### src/rtl/display_scan_mux.sv
// rtl/display_scan_mux.sv - four-digit BCD display scanner with frame-aligned load and leading-zero blanking
module display_scan_mux #(
    parameter int CLK_DIV  = 50000,
    parameter int BLANK_LZ = 1
) (
    input  logic        clk,
    input  logic        rst,
    input  logic [15:0] bcd_in,
    input  logic        load_valid,
    output logic        load_ready,
    output logic [3:0]  digit_code,
    output logic [3:0]  digit_sel,
    output logic        frame_done
);
    localparam int CW = (CLK_DIV > 1) ? $clog2(CLK_DIV) : 1;

    logic [CW-1:0] presc;
    logic [1:0]    idx;
    logic [15:0]   shadow;
    logic [15:0]   pending;

    logic          tick;
    logic          boundary;
    logic          accept;
    logic [1:0]    idx_n;
    logic [15:0]   shadow_n;
    logic [3:0]    code_n;
    logic          blank;

    assign tick     = (presc == CW'(CLK_DIV - 1));
    assign boundary = tick && (idx == 2'd3);
    assign accept   = load_valid && load_ready;

    // Outputs are registered from next-state values so they track the new slot immediately.
    always_comb begin
        idx_n    = tick ? idx + 2'd1 : idx;
        shadow_n = (boundary && !load_ready) ? pending : shadow;
        blank    = 1'b0;
        case (idx_n)
            2'd1:    blank = (shadow_n[15:4]  == 12'h000);
            2'd2:    blank = (shadow_n[15:8]  == 8'h00);
            2'd3:    blank = (shadow_n[15:12] == 4'h0);
            default: blank = 1'b0;
        endcase
        code_n = shadow_n[{idx_n, 2'b00} +: 4];
        if ((BLANK_LZ != 0) && blank) begin
            code_n = 4'hF;
        end
    end

    always_ff @(posedge clk) begin
        if (rst) begin
            presc      <= '0;
            idx        <= 2'd0;
            shadow     <= 16'h0000;
            pending    <= 16'h0000;
            load_ready <= 1'b1;
            digit_sel  <= 4'b1110;
            digit_code <= 4'h0;
            frame_done <= 1'b0;
        end else begin
            presc      <= tick ? '0 : presc + CW'(1);
            idx        <= idx_n;
            shadow     <= shadow_n;
            if (accept) begin
                pending <= bcd_in;
            end
            // load_ready is the inverted pending-full flag; capture cannot coincide with a transfer.
            if (boundary && !load_ready) begin
                load_ready <= 1'b1;
            end else if (accept) begin
                load_ready <= 1'b0;
            end
            digit_sel  <= ~(4'b0001 << idx_n);
            digit_code <= code_n;
            frame_done <= boundary;
        end
    end
endmodule

### config.mk
export PLATFORM = sky130hd
export DESIGN_NAME = display_scan_mux
export DESIGN_NICKNAME = d
export VERILOG_FILES = /design/src/rtl/display_scan_mux.sv
export SDC_FILE = /design/constraint.sdc
export NUM_CORES = 1
export LEC_CHECK = 0
export BUFFER_PORTS_ARGS = -buffer_cell sky130_fd_sc_hd__buf_2
export CORE_ASPECT_RATIO = 1.1
export CORE_MARGIN = 5
export CORE_UTILIZATION = 55
export DETAILED_ROUTE_END_ITERATION = 10
export GPL_ROUTABILITY_DRIVEN = 0
export PLACE_DENSITY_LB_ADDON = 0.2
export SYNTH_ARGS = -nofsm -noshare
export SYNTH_HDL_FRONTEND = slang
export SYNTH_SLANG_ARGS = --single-unit
### constraint.sdc
create_clock -name clk -period 3.4 [get_ports clk]
set_input_delay 0.51 -clock clk [delete_from_list [all_inputs] [get_ports clk]]
set_output_delay 0.51 -clock clk [all_outputs]
set_load 0.02 [all_outputs]
# Word level (Yosys, flattened, before mapping)
# Index checks and enable logic that the tools add are counted.
[totals] ff_bits=60 out_inout_bits=10 word_cells=31
[op_classes] n_addsub=2 eq_ne=5 n_shift=2 n_mux=4 bitwise_logic=1 reduce_logical=9
[ops] operator="16-bit by 1-bit adder with 16-bit output (second input constant)" count=1
[ops] operator="16-bit equality test (second input constant)" count=1
[ops] operator="16-bit 2-to-1 mux" count=1
[ops] operator="16-bit by 5-bit variable part select with 4-bit output" count=1
[ops] operator="12-bit logical NOT" count=1
[ops] operator="8-bit logical NOT" count=1
[ops] operator="2-bit equality test (second input constant)" count=3
[ops] operator="4-bit logical NOT" count=1
[ops] operator="4-bit 2-to-1 mux" count=1
[ops] operator="4-bit inverter" count=1
[ops] operator="2-bit OR reduction" count=2
[ops] operator="1-bit by 2-bit left shift with 4-bit output (first input constant)" count=1
[ops] operator="1-bit logical AND" count=3
[ops] operator="1-bit one-hot mux with 3 select lines" count=1
[ops] operator="2-bit by 1-bit adder with 2-bit output (second input constant)" count=1
[ops] operator="2-bit by 1-bit equality test with 1-bit output (second input constant)" count=1
[ops] operator="2-bit 2-to-1 mux" count=1
[ops] operator="1-bit logical NOT" count=1

# Depth between registers and ports, before layout
# Gate-level depths: netlist (run 1).
[depth] word_depth=7 mapped_depth=9

# Least setup slack after synthesis (run 1)
# No wires, ideal clock.
[synth_timing] path_kind="register -> register" startpoint="register presc[4]" endpoint="register digit_code[0]" t_arrival_ns=2.345 setup_slack_ns=0.986 path_stages_with_launch=7 path_cell_list="dfxtp_1 -> or4b_1 -> or4_4 -> mux2i_2 -> or3_1 -> a221o_1 -> o21ai_1"
[synth_between] elab_chain_cells=7 word_cells_on_any_way=14 classes_between="eq/ne: 4; shift: 1; mux: 4; reduce/logical: 5"
[synth_rtl] element="from (decl)" line_no="17" rtl="logic [CW-1:0] presc;"
[synth_rtl] element="from (signal assigned)" line_no="62" rtl="presc <= tick ? '0 : presc + CW'(1);"
[synth_rtl] element="16-bit equality test (*)" line_no="30" rtl="assign tick = (presc == CW'(CLK_DIV - 1));"
[synth_rtl] element="parallel branches: the longest is 5 deep, another holds 16-bit 2-to-1 mux"
[synth_rtl] element="4-bit 2-to-1 mux (*)" line_no="46" rtl="if ((BLANK_LZ != 0) && blank) begin"
[synth_rtl] element="to (signal assigned)" line_no="75" rtl="digit_code <= code_n;"
[synth_rtl] element="to (decl)" line_no="11" rtl="output logic [3:0] digit_code,"
# Mark *: on every way between the ends.
# A chain may end at the register's enable or synchronous reset.

# Worst setup path in the final report (run 1)
# Ends and elaborated chain as after synthesis.

==> results.toml, run 1 <==
[cts]
tritoncts = "done"
cts_sinks = 60
root_buffer = "clkbuf_8"
htree_num_levels = 3
cts-buffers-inserted = 9
cts_hold_buf = 0
clock_latency_ns = 0.34
clockBufferDepth = 2
cts.reportedPaths.clkPinSlew_ns = 0.07
post_cts_buffers = 0
cts_resized = 0

[floorplanning]
die-area_sq_um = 6464
fp.dieW_um = 77.12
ios = 29
start_util_pct = 57.77
fp-row-count = 26
core_area_sq_um = 4717
die_h_um = 83.83

[global_routing]
track_usage_pct = 19.28
grt_pass1_vias = 2231
antenna_found_initial = 0
grt_first_pass_wirelength_um = 10240
grt_max_degree = 45
overflow = 0

[yosys]
synth_fp_nets = 360
synth_area_leader_cell = "dfxtp_1"
syn_area_per_cell_sq_um = 8.039
synth_edf_count = 0
synth_commonest_cells = "nand2_1 (84), dfxtp_1 (60), a21oi_1 (42)"
ys_types = 45
synth_area_leaders = "dfxtp_1 (44%), nand2_1 (12%), a21oi_1 (7.7%)"
yosysMostFrequentCell = "nand2_1"
ys.flop_type = "dfxtp_1"
synth_area_sq_um = 2725
syn_inst = 339
synth_seq_cells = 60
ys_seq_area_share_pct = 44.08
synth_top_area_share_pct = 44.08
ys_warn_count = 0
async_flop_share_pct = 0

[critical_path]
r2r_cells = 6
critPathLaunchType = "flip-flop"
rrSetupSlack_ns = 0.70
r2r_start = "presc[4]$_SDFF_PP0_"
path_max_fanout = 21
worstSetupEndpointType = "flip-flop"
cp.required_ns = 3.66
rr_endpoint = "digit_code[0]$_SDFF_PP0_"
cp.arrival_ns = 2.96
crit_type = "reg -> reg"

[route]
drt-initial-drc-count = 202
vias = 2385
vias_per_cell = 5.625
antenna_left = 0
drcViolationCount = 0
dr.pass1.iters = 4
routed_wl_um = 5988
wl_per_cell_um = 14.12

[power_and_ir_drop]
power_density_nw_per_um2 = 439.8
p_leak_nw = 1.101
irDropWorstVdd_mv = 0.2955
p_total_w = 0.001344

[place]
dpl_worst_slack_ns = 0.7088
io_buffers = 28
dp_hpwl_um = 4187

[cells_and_area]
drive_above_1_share_pct = 15.22
antenna_cells = 0
fillers = 411
fin_nets = 384
area_growth_pct = 12.12

[timing]
worst_slack_ns = 0.7018
finalHoldViolCount = 0
worst_pin_slew_ns = 0.7824
fin_crit_sh_pct = 79.36
clock-skew-final_ns = 0.008770
finalCriticalPeriod_ns = 2.698
final_max_slew_viol_count = 0
finalSetupTns_ns = 0
hold_ws_ns = 0.4055
max_freq_mhz = 370.6
timing.slew.headroom_pct = 47.84
grt_setup_unrepaired = "false"
finalSetupViolCount = 0

[hold_path]
hold_path_class = "in -> reg"
holdPathEnd = "pending[5]$_SDFFE_PP0P_"
worstHoldStart = "bcd_in[5]"
holdPathStages = 3

[outcome]
status = "finished clean"

[job]
maxCapViolCount = 0
[cell usage in the layout (no fill, tap or decap), types with 8 or more instances in the layout]
cell / count
nand2_1: 84
dfxtp_1: 60
a21oi_1: 42
nor2_1: 32
buf_2: 28
clkbuf_8: 10
nand3_1: 8
mux2i_1: 8
[cell families (layout without fill, tap and decap cells)]
| kind of cell | Yosys count | count (layout) | share of synthesized area, % |
|---|---|---|---|
| AND/OR/NAND/NOR | 165 | 165 | 28.19 |
| AO/OA/AOI/OAI | 62 | 62 | 12.86 |
| flip-flops | 60 | 60 | 44.08 |
| buffers and inverters | 25 | 54 | 3.857 |
| XOR/XNOR | 13 | 13 | 4.178 |
| multiplexers | 12 | 12 | 5.923 |
| adder cells (fa/ha/maj) | 2 | 2 | 0.9181 |
[state kept, by name, summed over array words and instances, names as in the netlist]
register    cells
digit_code      4
shadow         16
presc          16
load_ready      1
digit_sel       4
frame_done      1
pending        16
idx             2
[layout make-up]
type | count | area (sq um) | area share, %
Multi-Input combinational cell | 254 | 1419 | 46.44
Timing Repair Buffer | 33 | 177.7 | 5.815
Clock buffer | 11 | 141.4 | 4.627
Clock inverter | 5 | 27.53 | 0.9009
Sequential cell | 60 | 1201 | 39.31
Inverter | 5 | 18.77 | 0.6143
Tap cell | 56 | 70.07 | 2.293
[layer usage]
layer / vias to the layer above / routed length (um) / track usage [%]
met3: 9 / 379 / 4.212
met5: - / 0 / 0
li1: 1211 / - / -
met4: 0 / 104 / 10.31
met1: 1087 / 2893 / 27.00
met2: 78 / 2611 / 27.41
[how the worst max path moves through the flow]
stage                              startpoint                       end  slack (ns)  depth (start not counted)
after floorplan           presc[4]$_SDFF_PP0_  digit_code[0]$_SDFF_PP0_        0.99                          6
after global placement    presc[4]$_SDFF_PP0_  digit_code[3]$_SDFF_PP0_        0.78                          6
after detailed placement  presc[4]$_SDFF_PP0_  digit_code[0]$_SDFF_PP0_        0.71                          6
after CTS                 presc[4]$_SDFF_PP0_  digit_code[0]$_SDFF_PP0_        0.70                          6
after global routing      presc[0]$_SDFF_PP0_  digit_code[0]$_SDFF_PP0_        0.59                          7
final                     presc[4]$_SDFF_PP0_  digit_code[0]$_SDFF_PP0_        0.70                          6
[stage by stage]
step | area (sq um) | cells | utilization (%)
floorplan | 2725 | 339 | -
global placement | 2887 | 408 | 61.19
detailed placement | 2887 | 408 | 61.19
CTS | 3055 | 424 | 64.77
global route | 3055 | 424 | 64.77
finish | 3055 | 424 | 64.77
[worst max-delay path: stages (launching register included)]
cell	delay, ns
dfxtp_1	0.35
or4b_1	0.52
or4_4	0.63
mux2i_2	0.25
or3_1	0.40
a221o_1	0.37
o21ai_1	0.10
[power breakdown]
| part | internal, W | total [W] | switching, W |
|---|---|---|---|
| sequential | 0.000718 | 0.000733 | 0.0000157 |
| clock | 0.000279 | 0.000552 | 0.000273 |
| combinational | 0.0000233 | 0.0000584 | 0.0000351 |
| total | 0.00102 | 0.00134 | 0.000324 |
No activity file was read; power rests on OpenSTA's default activity.
==> run 2, diff against run 1 <==
--- a/config.mk
+++ b/config.mk
@@ -5,10 +5,11 @@
 export SDC_FILE = /design/constraint.sdc
 export NUM_CORES = 1
 export LEC_CHECK = 0
+export ABC_AREA = 1
 export BUFFER_PORTS_ARGS = -buffer_cell sky130_fd_sc_hd__buf_2
 export CORE_ASPECT_RATIO = 1.1
 export CORE_MARGIN = 5
-export CORE_UTILIZATION = 55
+export CORE_UTILIZATION = 51
 export DETAILED_ROUTE_END_ITERATION = 10
 export GPL_ROUTABILITY_DRIVEN = 0
 export PLACE_DENSITY_LB_ADDON = 0.2
==> constraint.sdc (replaced) <==
create_clock -name clk -period 2.2 [get_ports clk]
set_input_delay 0.33 -clock clk [delete_from_list [all_inputs] [get_ports clk]]
set_output_delay 0.33 -clock clk [all_outputs]
set_load 0.02 [all_outputs]
==> run 2 against run 1 <==
Net effect:
- wire length down 12%
- highest routed layer unchanged
- cell count up 2.4%
- cell area down 4.7%
- power up 60%
- largest power group unchanged
- critical endpoint is now digit_code[1]$_SDFF_PP0_
- first-iteration DRC count down 62%
- core utilization down 3.0 points
- global-route usage down 1.9 points
==> results.toml, run 2 <==
[outcome]
status = "finished clean"

[cells_and_area]
top_regs = "pending (16), presc (16), shadow (16)"
fillers = 440
antenna_cells = 0
drive_above_1_share_pct = 16.67
mostFrequentLayoutCells = "nor2_1 (69), nand2_1 (61), dfxtp_1 (60), inv_1 (33), o21ai_0 (29)"
fin_nets = 395
layout_commonest_cell = "nor2_1"
area_growth_pct = 15.13

[cts]
root_buffer = "clkbuf_8"
clock_latency_ns = 0.34
cts.reportedPaths.clkPinSlew_ns = 0.07
clockBufferDepth = 2
cts-buffers-inserted = 9
cts_sinks = 60
htree_num_levels = 3
post_cts_buffers = 0
tritoncts = "done"

[yosys]
yosysMostFrequentCell = "nor2_1"
ys_types = 30
ys.flop_type = "dfxtp_1"
synth_edf_count = 0
async_flop_share_pct = 0
synth_area_leader_cell = "dfxtp_1"
synth_fp_nets = 362
ys_seq_area_share_pct = 47.48
synth_area_sq_um = 2530
synth_commonest_cells = "nor2_1 (70), nand2_1 (61), dfxtp_1 (60)"
synth_seq_cells = 60
ys_warn_count = 0
synth_top_area_share_pct = 47.48
syn_area_per_cell_sq_um = 7.419
syn_inst = 341
synth_area_leaders = "dfxtp_1 (47%), nor2_1 (10%), nand2_1 (9.1%)"

[route]
vias_per_cell = 5.007
routed_wl_um = 5260
drcViolationCount = 0
vias = 2173
dr.pass1.iters = 4
wl_per_cell_um = 12.12
antenna_left = 0
drt-initial-drc-count = 77

[floorplanning]
ios = 29
start_util_pct = 53.63
die_h_um = 83.87
fp.dieW_um = 77.16
core_area_sq_um = 4717
fp-row-count = 26
die-area_sq_um = 6471

[timing]
finalCriticalPeriod_ns = 2.011
max_freq_mhz = 497.2
final_max_slew_viol_count = 0
timing.slew.headroom_pct = 70.76
worst_pin_slew_ns = 0.4382
fin_crit_sh_pct = 91.43
clock-skew-final_ns = 0.007411
grt_setup_unrepaired = "false"
finalHoldViolCount = 0
worst_slack_ns = 0.1886
finalSetupViolCount = 0
finalSetupTns_ns = 0

[place]
dp_hpwl_um = 3880
io_buffers = 28
dpl_worst_slack_ns = 0.2315

[hold_path]
worstHoldStart = "load_valid"
hold_path_class = "in -> reg"
holdPathEnd = "load_ready$_SDFFE_PP1P_"
holdPathStages = 2

[global_routing]
grt_first_pass_wirelength_um = 9011
grt_max_degree = 26
grt_pass1_vias = 2052
antenna_found_initial = 0
track_usage_pct = 17.41
overflow = 0

[critical_path]
crit_type = "reg -> reg"
crit_slowest_cell = "dfxtp_1"
critPathMaxStageDelay_ns = 0.35
worstPathCellList = "ha_1 -> nand3_2 -> nor2_4 -> nand2_2 -> nand2_1 -> o21ai_4 -> nor2_1 -> nand2_1 -> o21ai_0 -> nor2_1 -> a21oi_1"
rrSetupSlack_ns = 0.19
r2r_start = "presc[0]$_SDFF_PP0_"
worstSetupEndpointType = "flip-flop"
rr_endpoint = "digit_code[1]$_SDFF_PP0_"
cp.required_ns = 2.46
path_max_fanout = 7
critPathLaunchType = "flip-flop"
r2r_cells = 11
cp.arrival_ns = 2.27

[job]
maxCapViolCount = 0

[power_and_ir_drop]
power_density_nw_per_um2 = 739.6
irDropWorstVdd_mv = 0.4640
p_leak_nw = 1.210
run 2: worst max-delay path by stage:
| stage | from | to | slack [ns] | cells past startpoint |
|---|---|---|---|---|
| finish | presc[0]$_SDFF_PP0_ | digit_code[1]$_SDFF_PP0_ | 0.19 | 11 |
| global route | presc[0]$_SDFF_PP0_ | digit_code[1]$_SDFF_PP0_ | 0.01 | 11 |
| CTS | presc[0]$_SDFF_PP0_ | digit_code[0]$_SDFF_PP0_ | 0.21 | 12 |
| detailed placement | presc[0]$_SDFF_PP0_ | digit_code[0]$_SDFF_PP0_ | 0.23 | 12 |
| global placement | presc[0]$_SDFF_PP0_ | digit_code[1]$_SDFF_PP0_ | 0.26 | 11 |
| floorplan | presc[0]$_SDFF_PP0_ | digit_code[0]$_SDFF_PP0_ | 0.49 | 11 |
run 2: final cells by class:
type	instances	area [sq um]	area share (%)
multi-input combinational	236	1152	39.56
tap	56	70.07	2.406
clock buffer	14	182.7	6.271
clock inverter	1	5.005	0.1718
timing repair buffer	32	170.2	5.842
sequential	60	1201	41.24
inverter	35	131.4	4.510
run 2: report_power, final:
group | switching (W) | leakage [nW] | internal [W] | total (W)
registers | 0.0000173 | 0.488 | 0.00112 | 0.00113
logic | 0.0000603 | 0.624 | 0.0000373 | 0.0000976
clock network | 0.000400 | 0.0986 | 0.000524 | 0.000924
total | 0.000477 | 1.21 | 0.00168 | 0.00215
run 2: kinds of logic after synthesis:
kind of cell | synth area share (%)
simple gates | 29.97
compound gates | 12.76
xor+xnor | 1.731
fa+ha+maj | 0.9890
buf+inv | 7.072
flops | 47.48
run 2: routing by layer:
layer	track usage, %	wire, um
met1	19.41	2235
met2	29.63	2702
met3	5.508	217
met4	8.281	105
met5	0	0
run 2: timing repair:
action / 4_1_cts / 5_1_grt
resized for setup: 0 / 1
hold buffers: 0 / 0
setup endpoints to repair: 0 / 3
endpoints found under the hold margin: 0 / 0
run 2: worst max-delay path, delay by kind of cell, from the launching register on:
family | cells | cell delay (ns)
flops | 1 | 0.35
fa+ha+maj | 1 | 0.21
simple gates | 7 | 1.03
compound gates | 3 | 0.36
run 2: per-stage QoR:
step	util [%]	total power, W	hold slack, ns	cell area [sq um]	instances
final	61.75	0.002154	0.1972	2913	434
after global routing	61.75	0.002251	0.2123	2913	434
after CTS	61.70	0.002170	0.1903	2910	434
after detailed placement	57.72	0.001256	0.4418	2723	419
after global placement	57.72	0.001253	0.4302	2723	419
after floorplan	-	0.001216	0.4175	2530	341
==> run 3, diff against run 2 <==
--- a/config.mk
+++ b/config.mk
@@ -9,7 +9,7 @@
 export BUFFER_PORTS_ARGS = -buffer_cell sky130_fd_sc_hd__buf_2
 export CORE_ASPECT_RATIO = 1.1
 export CORE_MARGIN = 5
-export CORE_UTILIZATION = 51
+export CORE_UTILIZATION = 55
 export DETAILED_ROUTE_END_ITERATION = 10
 export GPL_ROUTABILITY_DRIVEN = 0
 export PLACE_DENSITY_LB_ADDON = 0.2
==> constraint.sdc (replaced) <==
create_clock -name clk -period 1.9 [get_ports clk]
set_input_delay 0.285 -clock clk [delete_from_list [all_inputs] [get_ports clk]]
set_output_delay 0.285 -clock clk [all_outputs]
set_load 0.02 [all_outputs]
==> run 3 against run 2 <==
Net effect:
- register-to-register slack worse by 0.16 ns
- fmax is 7.4% higher
- first-iteration DRC count is 13% higher
- setup slack got worse by 0.16 ns
- die area shrank 6.4%
- largest power group unchanged
==> results.toml, run 3 (synthesized netlist as in run 2, its figures left out) <==
[power_and_ir_drop]
irDropWorstVdd_mv = 0.7816
seq_power_share_pct = 53.2
p_clk_share_pct = 41.8
swShare_pct = 22.28
power.switching_w = 0.0005512
p_leak_nw = 1.347
power_density_nw_per_um2 = 763.9
internal_power_w = 0.001923
p_comb_share_pct = 5.0

[global_routing]
track_usage_pct = 20.02
grt_first_pass_wirelength_um = 9114
overflow = 0
antenna_found_initial = 0
grt_pass1_vias = 2129
grt_max_degree = 25

[cells_and_area]
mostFrequentLayoutCells = "nor2_1 (66), dfxtp_1 (55), nand2_1 (51), inv_1 (30), buf_4 (30)"
drive_above_1_share_pct = 29.14
fin_nets = 421
fillers = 354
antenna_cells = 0
final_cells = 459
layout_commonest_cell = "nor2_1"
area_growth_pct = 27.99
utilization_pct = 73.94
top_regs = "pending (16), presc (16), shadow (16)"
stdcell_area_sq_um = 3238

[timing]
finalCriticalPeriod_ns = 1.872
final_max_slew_viol_count = 0
fin_crit_sh_pct = 98.55
worst_pin_slew_ns = 0.4343
finalHoldViolCount = 0
max_freq_mhz = 534.1
grt_setup_unrepaired = "true"
finalSetupViolCount = 0
timing.slew.headroom_pct = 71.01
hold_ws_ns = 0.1984
clock-skew-final_ns = 0.007268

[place]
dp.cells = 428
dp_hpwl_um = 3896
place_area_sq_um = 2803
io_buffers = 28

[route]
antenna_left = 0
routed_wl_um = 5807
drcViolationCount = 0
vias_per_cell = 5.083
wl_per_cell_um = 12.65
drt-initial-drc-count = 87
dr.pass1.iters = 4
vias = 2333

[floorplanning]
core_area_sq_um = 4379
ios = 29
die-area_sq_um = 6058
fp-row-count = 25
die_h_um = 81.14
start_util_pct = 57.77
fp.dieW_um = 74.67

[critical_path]
cp.required_ns = 2.16
critPathLaunchType = "flip-flop"
crit_family = "simple AND/OR/NAND/NOR gates"
critPathMaxStageDelay_ns = 0.31
cp.arrival_ns = 2.13
crit_slowest_cell = "dfxtp_1"
worstPathCellList = "inv_1 -> nand2_1 -> nor2_1 -> nand3_1 -> nor2_4 -> nand3_4 -> o21ai_4 -> nand2_1 -> nor2_2 -> nand3_4 -> a21oi_2"
worst-path-buf-inv = 1
worstSetupEndpointType = "flip-flop"
path_max_fanout = 5
crit_type = "reg -> reg"

[hold_path]
hold_path_class = "in -> reg"

[cts]
tritoncts = "done"
cts-buffers-inserted = 9
clockBufferDepth = 2
root_buffer = "clkbuf_8"
htree_num_levels = 3
clock_latency_ns = 0.33
cts_hold_buf = 0
cts_sinks = 60
cts.reportedPaths.clkPinSlew_ns = 0.06

[job]
maxCapViolCount = 0

[outcome]
status = "finished clean"
run 3: area by class of cell:
cell class	instances	area [sq um]	area share, %
repair buffers	58	365.4	11.28
well taps	54	67.56	2.087
flip-flops and latches	60	1210	37.36
multi-input cells	236	1282	39.61
inverters	35	131.4	4.057
clock buffers	15	176.4	5.448
clock inverters	1	5.005	0.1546
run 3: stage by stage:
stage,total power [W],setup slack (ns),setup TNS (ns)
floorplan,0.001408,0.1911,0
global placement,0.001453,0.007071,0
detailed placement,0.001456,-0.07130,-0.2059
CTS,0.002485,0.02184,0
global route,0.002580,-0.09751,-0.4193
finish,0.002474,0.02759,0
run 3: what timing repair did:
| action | in CTS | in global routing |
|---|---|---|
| setup endpoints to repair | 4 | 8 |
| hold endpoints to repair | 0 | 0 |
| gates resized for setup | 9 | 36 |
| pin swaps | 10 | 20 |
| buffers inserted | 5 | 10 |
run 3: layer usage:
| metal | vias up | GRT usage (%) | wire length, um |
|---|---|---|---|
| met4 | 0 | 11.57 | 215 |
| met2 | 40 | 34.01 | 2960 |
| met3 | 19 | 4.084 | 183 |
| li1 | 1212 | - | - |
| met5 | - | 0 | 0 |
| met1 | 1062 | 22.98 | 2448 |
run 3: power groups by stage:
stage	Combinational [W]	Clock [W]	Sequential, W
floorplan	0.0000736	0	0.00133
global placement	0.000115	0	0.00134
detailed placement	0.000117	0	0.00134
CTS	0.000121	0.00105	0.00131
global route	0.000142	0.00112	0.00132
finish	0.000124	0.00103	0.00132
run 3: path summary, 6_finish.rpt:
kind | slack (ns) | cells after the start | endpoint | startpoint
worst min-delay path | 0.20 | 2 | load_ready$_SDFFE_PP1P_ | load_valid
worst min register to register | 0.46 | 2 | pending[2]$_SDFFE_PP0P_ | pending[2]$_SDFFE_PP0P_
worst max register to register | 0.03 | 11 | digit_code[2]$_SDFF_PP0_ | presc[13]$_SDFF_PP0_
worst max-delay path | 0.03 | 11 | digit_code[2]$_SDFF_PP0_ | presc[13]$_SDFF_PP0_
